[src/rtl/preproc_modexp.sv]
// preproc_modexp: serial (m * 2^k) mod n using one shift/subtract step per cycle.
// Optional PREPROC_CYCLE_CNT_EN adds a saturating busy-cycle counter output.
`default_nettype none

module preproc_modexp #(
  parameter int WIDTH = 256,
  parameter int KW    = 9
) (
  input  logic             clk,
  input  logic             rst,
  input  logic             start,
  input  logic [WIDTH-1:0] m,
  input  logic [WIDTH-1:0] n,
  input  logic [KW-1:0]    k,
  output logic             busy,
  output logic             done,
  output logic [WIDTH-1:0] out,
  output logic             err
`ifdef PREPROC_CYCLE_CNT_EN
  ,
  output logic [31:0]      cycles
`endif
);

  localparam logic [1:0] IDLE   = 2'd0;
  localparam logic [1:0] REDUCE = 2'd1;
  localparam logic [1:0] DOUBLE = 2'd2;
  localparam logic [1:0] FIN    = 2'd3;

  // Counter must hold both the bit index (WIDTH-1) and the doubling count (k-1), plus headroom.
  localparam int CW = (KW > $clog2(WIDTH)) ? KW + 1 : $clog2(WIDTH) + 1;

  logic [1:0]       state;
  logic [WIDTH-1:0] m_sh;
  logic [WIDTH-1:0] n_r;
  logic [KW-1:0]    k_r;
  logic [WIDTH-1:0] r;
  logic [CW-1:0]    cnt;

  logic [WIDTH:0]   step_val;
  logic [WIDTH:0]   n_ext;
  logic [WIDTH-1:0] r_next;
  logic             accept;
  logic             last_bit;
  logic             last_dbl;

  assign accept   = (state == IDLE) && start;
  assign n_ext    = {1'b0, n_r};
  assign step_val = (state == REDUCE) ? {r, m_sh[WIDTH-1]} : {r, 1'b0};
  // step_val < 2n, so a single conditional subtract restores r < n.
  assign r_next   = (step_val >= n_ext) ? WIDTH'(step_val - n_ext) : WIDTH'(step_val);
  assign last_bit = (cnt == CW'(WIDTH - 1));
  assign last_dbl = ((cnt + CW'(1)) == CW'(k_r));

  always_ff @(posedge clk) begin
    if (rst) begin
      state <= IDLE;
      m_sh  <= '0;
      n_r   <= '0;
      k_r   <= '0;
      r     <= '0;
      cnt   <= '0;
      busy  <= 1'b0;
      done  <= 1'b0;
      out   <= '0;
      err   <= 1'b0;
    end else begin
      done <= 1'b0;
      case (state)
        IDLE: begin
          if (start) begin
            m_sh <= m;
            n_r  <= n;
            k_r  <= k;
            r    <= '0;
            cnt  <= '0;
            busy <= 1'b1;
            if (n != '0) begin
              err   <= 1'b0;
              state <= REDUCE;
            end else begin
              state <= FIN;
            end
          end
        end
        REDUCE: begin
          r    <= r_next;
          m_sh <= {m_sh[WIDTH-2:0], 1'b0};
          if (last_bit) begin
            cnt   <= '0;
            state <= (k_r == '0) ? FIN : DOUBLE;
          end else begin
            cnt <= cnt + CW'(1);
          end
        end
        DOUBLE: begin
          r <= r_next;
          if (last_dbl) begin
            cnt   <= '0;
            state <= FIN;
          end else begin
            cnt <= cnt + CW'(1);
          end
        end
        default: begin
          done  <= 1'b1;
          busy  <= 1'b0;
          out   <= (n_r == '0) ? '0 : r;
          err   <= (n_r == '0);
          state <= IDLE;
        end
      endcase
    end
  end

`ifdef PREPROC_CYCLE_CNT_EN
  always_ff @(posedge clk) begin
    if (rst) begin
      cycles <= '0;
    end else if (accept) begin
      cycles <= '0;
    end else if (((state == REDUCE) || (state == DOUBLE)) && (cycles != 32'hFFFF_FFFF)) begin
      cycles <= cycles + 32'd1;
    end
  end
`endif

endmodule

`default_nettype wire

[config.mk]
export PLATFORM = sky130hd
export DESIGN_NAME = preproc_modexp
export DESIGN_NICKNAME = d
export VERILOG_FILES = /design/src/rtl/preproc_modexp.sv
export SDC_FILE = /design/constraint.sdc
export NUM_CORES = 2
export LEC_CHECK = 0
export ABC_AREA = 1
export BUFFER_PORTS_ARGS = -buffer_cell sky130_fd_sc_hd__buf_2
export CAP_MARGIN = 10
export CORE_ASPECT_RATIO = 0.7
export CORE_UTILIZATION = 55
export DETAILED_ROUTE_END_ITERATION = 8
export PLACE_DENSITY = 0.72
export SYNTH_ARGS = -nofsm -noshare
export SYNTH_HDL_FRONTEND = slang
export SYNTH_SLANG_ARGS = --single-unit
[constraint.sdc]
create_clock -name clk -period 3.42 [get_ports clk]
set_input_delay 0.342 -clock clk [delete_from_list [all_inputs] [get_ports clk]]
set_output_delay 0.342 -clock clk [all_outputs]
set_load 0.02 [all_outputs]
==> flow_metrics.py, run 1 <==
metrics = {
    "global_routing": {
        "grt_use_total_pct": 70.3,
        "grt_max_degree": 154,
        "globalRouteOverflowTotal": 54,
    },
    "clock_tree": {
        "cts_max_path_buffers": 3,
        "cts_root_buf": "clkbuf_16",
        "cts_sinks": 1048,
        "numCtsBuffers": 95,
        "h-tree-depth": 3,
    },
    "place": {
        "gp_congestion": 1.24,
        "portBuffers": 782,
        "hpwl_um": 313000,
    },
    "logic_synthesis": {
        "synth_top_flop_cell": "dfxtp_1",
        "netlist.area_leader.share_pct": 27.8,
        "syn-cell-area_um2": 75600,
        "synth_top_cells_by_area": "dfxtp_1, nand2_1, inv_1",
        "synthesis.nets": 13884,
        "synth_warnings": 0,
        "syn_inst": 13098,
        "synth_seq_cells": 1048,
        "avgSynthCellArea_um2": 5.77,
        "synthArstFlopShare_pct": 0,
        "synth_enable_flop_cells": 0,
        "ys_seq_area_share_pct": 27.8,
        "synth.distinct_cells": 46,
        "synth_top_area_cell": "dfxtp_1",
    },
    "run_status": {
        "failed_stage": "global routing (5_1_grt)",
        "tool.error": "[ERROR GRT-0232] Routing congestion too high. Check the congestion heatmap in the GUI.",
        "outcome": "aborted with a tool error",
    },
    "floorplanning": {
        "rows": 113,
        "ioPinCount": 783,
        "die_y_um": 312,
        "dieWidth_um": 445,
        "initial_core_util_pct": 55.6,
    },
}
## synth_stat cells (29+ instances only)
cell	count
dfxtp_1	1048
nor2_1	712
nand3_1	764
nand3_2	40
nand2_1	4760
ha_1	261
a21oi_1	995
inv_2	36
nor4_1	132
o21bai_1	42
clkbuf_1	405
buf_4	31
inv_1	2212
buf_2	36
xnor2_1	125
a31oi_1	255
a21oi_2	29
nor3_1	81
clkinv_1	49
nand4_1	102
nand3b_1	264
o21ai_0	587
## layer usage
layer	track usage, %	overflow
met5	23.7	0
met4	57.8	22
met3	53.6	2
met2	83.9	30
met1	78.1	0
## per-stage QoR
step	setup TNS [ps]	instances	instance area (um2)	worst slack, ps	util (%)
2_1_floorplan	0	13098	75600	286	-
3_3_place_gp	-85240	16505	90600	-474	66.6
3_5_place_dp	-100990	16505	90600	-588	66.6
4_1_cts	0	17206	99800	3.26	73.4
## kinds of logic after synthesis
kind of cell	synth area share, %
fa+ha+maj	4.35
flops	27.8
xor+xnor	1.58
simple gates	38.5
compound gates	13.4
buf+inv	14.4
## repair_timing
action                                  in CTS
cloned                                       6
pin swaps                                    2
endpoints found under the hold margin      546
endpoints found under the setup margin     256
buffers inserted                             6
resized for setup                           91
hold buffers                               514
==> run 2: changes to the inputs <==
- CORE_ASPECT_RATIO: 0.7 -> not set
- CORE_UTILIZATION: 55 -> 40
- PLACE_DENSITY: 0.72 -> not set
- PLACE_DENSITY_LB_ADDON: not set -> 0.15
==> flow_metrics.py, run 2 <==
metrics = {
    "sta": {
        "min_period_ps": 3580,
        "hold_violations": 0,
        "worst_slack_ps": -156,
        "final-max-slew-violation-count": 0,
        "slew_headroom_pct": 30.4,
        "max_slew.worst_pin.slew_ps": 1040,
        "fin_skew_ps": 83.7,
        "fin_crit_sh_pct": 105,
        "max_freq_ghz": 0.280,
        "tns_ps": -977,
        "rsz0062_at_grt": "yes",
        "finalSetupViolCount": 35,
    },
    "logic_synthesis": {
        "synth_top_area_cell": "dfxtp_1",
        "ys_seq_area_share_pct": 27.8,
        "synth_enable_flop_cells": 0,
        "synth_top_flop_cell": "dfxtp_1",
        "synth_warnings": 0,
        "synthArstFlopShare_pct": 0,
        "ys_top_cells_by_count": "nand2_1, inv_1, dfxtp_1, a21oi_1, nand3_1",
        "synthesis.nets": 13884,
        "syn-cell-area_um2": 75600,
        "yosysMostFrequentCell": "nand2_1",
        "synth_seq_cells": 1048,
        "avgSynthCellArea_um2": 5.77,
        "syn_inst": 13098,
        "synth.distinct_cells": 46,
        "synth_top_cells_by_area": "dfxtp_1, nand2_1, inv_1",
        "netlist.area_leader.share_pct": 27.8,
    },
    "floorplanning": {
        "die-area_um2": 191000,
        "initial_core_util_pct": 40.3,
        "ioPinCount": 783,
        "die_y_um": 437,
        "dieWidth_um": 437,
        "coreArea_um2": 188000,
        "rows": 159,
    },
    "clock_tree": {
        "numCtsBuffers": 111,
        "h-tree-depth": 3,
        "cts_sinks": 1048,
        "clk_pin_slew_ps": 70,
        "clock_latency_ps": 830,
        "cts_root_buf": "clkbuf_16",
        "cts_tree": "yes",
        "cts_max_path_buffers": 3,
    },
    "hold_path": {
        "worstHoldPathCells": 5,
        "hp-class": "input port to register",
    },
    "pwr": {
        "p_switching_w": 0.0227,
        "p_clk_share_pct": 24.9,
        "switching_share_pct": 42.5,
        "ir_worst_vdd_mv": 0.587,
        "comb_power_share_pct": 46.4,
        "p_total_w": 0.0534,
        "leakage_nw": 55.5,
        "p_int_w": 0.0307,
        "power_per_cell_area_nw_per_um2": 494,
        "seq_power_share_pct": 28.7,
    },
    "critical_path": {
        "cp_max_fo": 13,
        "worstPathCellList": "ha_2 -> a21oi_2 -> o21ai_1 -> inv_1 -> nand2_1 -> nand2_1 -> nand2_1 -> nand2_1 -> nand2_2 -> nor2_1 -> nand2_2 -> nor2_4 -> nand2_8 -> buf_12 -> buf_12 -> buf_16 -> nand2_1 -> nand3_1 -> a21oi_1",
        "cpMostUsedCell": "nand2_1",
        "r2r_cells": 19,
        "path_class": "register to register",
        "max_stage_delay_ps": 480,
        "crit_arrival_ps": 4240,
        "cp-end-kind": "register",
        "cpMaxStageDelayCell": "dfxtp_1",
        "cp-start-kind": "register",
        "worstPathRequired_ps": 4080,
    },
    "global_routing": {
        "grt_max_degree": 209,
        "first_global_vias": 92790,
        "globalRouteOverflowTotal": 0,
        "grt_use_total_pct": 43.4,
        "grt_pass1_wl_um": 613000,
        "grt_antenna_before_repair": 16,
    },
    "route": {
        "wl_um": 438000,
        "avgRoutedWirePerCell_um": 23.7,
        "via_count": 98646,
        "drc": 148,
        "drt-vias-per-instance": 5.33,
        "drt_iter0_markers": 10634,
        "ant_nets": 0,
        "drtPass1Iterations": 9,
    },
    "final_layout": {
        "areaGrowthSynthToFinish_pct": 43.1,
        "drive_above_1_share_pct": 21.9,
        "stdcell_count": 18495,
        "final_nets": 16678,
        "nFillCells": 18111,
        "final_common_cell": "nand2_1",
        "most-common-layout-cells": "nand2_1, inv_1, buf_4",
    },
    "place": {
        "dp.cells": 17679,
        "gp_congestion": 1.14,
        "portBuffers": 782,
        "hpwl_um": 351000,
    },
    "run_status": {
        "violations": "DRC, setup timing",
        "outcome": "finished with violations",
    },
    "job": {
        "drv_cap": 0,
    },
}
-- run 2: cell counts after synthesis --
No cell type changed its count.
-- run 2: worst max-delay path, delay by kind of cell (launching register included) --
kind,cells,cell delay [ps]
buf+inv,4,620
compound gates,3,590
simple gates,11,1310
fa+ha+maj,1,390
flops,1,480
-- run 2: cell type report --
| class | count | area (um2) | share of cell area, % |
|---|---|---|---|
| multi-input combinational | 9240 | 46000 | 42.5 |
| timing repair buffer | 3194 | 25400 | 23.5 |
| sequential | 1048 | 21000 | 19.4 |
| inverter | 2297 | 8650 | 8.00 |
| clock buffer | 153 | 3140 | 2.90 |
| tap | 2495 | 3120 | 2.89 |
| clock inverter | 54 | 840 | 0.776 |
| antenna | 14 | 35.0 | 0.0324 |
-- run 2: per-stage QoR --
stage	hold slack (ps)	worst slack, ps	util [%]	cell area [um2]
final	83.5	-156	57.6	108000
after global routing	86.2	-207	57.6	108000
after CTS	14.7	2.08	56.4	106000
after detailed placement	452	-372	50.9	95600
after global placement	450	-451	50.9	95600
after floorplan	440	286	-	75600
-- run 2: path summary, 6_finish.rpt --
kind         slack [ps]      from       end
max                -160    r[229]    r[155]
min                  80     start       err
max reg2reg        -160    r[229]    r[155]
min reg2reg         460  m_sh[41]  m_sh[42]
-- run 2: metal layers --
metal  vias to the layer above  global-route usage (%)  part of all wire (%)
met4                         6                    26.1                   7.5
met2                      5116                    68.2                    43
met5                         -                       0                 0.010
met1                     46011                    56.1                    41
li1                      46540                       -                     -
met3                       973                    6.38                   8.2
-- run 2: kinds of logic after synthesis --
group,count (synthesis),share of synthesized area (%)
adders and majority gates,262,4.35
buffers and inverters,2811,14.4
DFF,1048,27.8
AOI/OAI and AO/OA,1917,13.4
xor gates and xnor gates,136,1.58
and+or+nand+nor,6924,38.5
-- run 2: power groups by stage --
| stage | Clock [W] | Combinational (W) | Sequential, W |
|---|---|---|---|
| final | 0.0133 | 0.0248 | 0.0153 |
| after global routing | 0.0139 | 0.0265 | 0.0155 |
| after CTS | 0.0134 | 0.0231 | 0.0152 |
| after detailed placement | 0 | 0.0222 | 0.0154 |
| after global placement | 0 | 0.0220 | 0.0153 |
| after floorplan | 0 | 0.0120 | 0.0151 |
-- run 2: what timing repair did --
item	4_1_cts	5_1_grt
setup endpoints to repair	256	285
setup buffers	22	36
pin swaps	21	40
resized for setup	180	408
endpoints found under the hold margin	557	0
cloned	8	15
hold buffers	516	0
(Power assumes the default switching activity.)
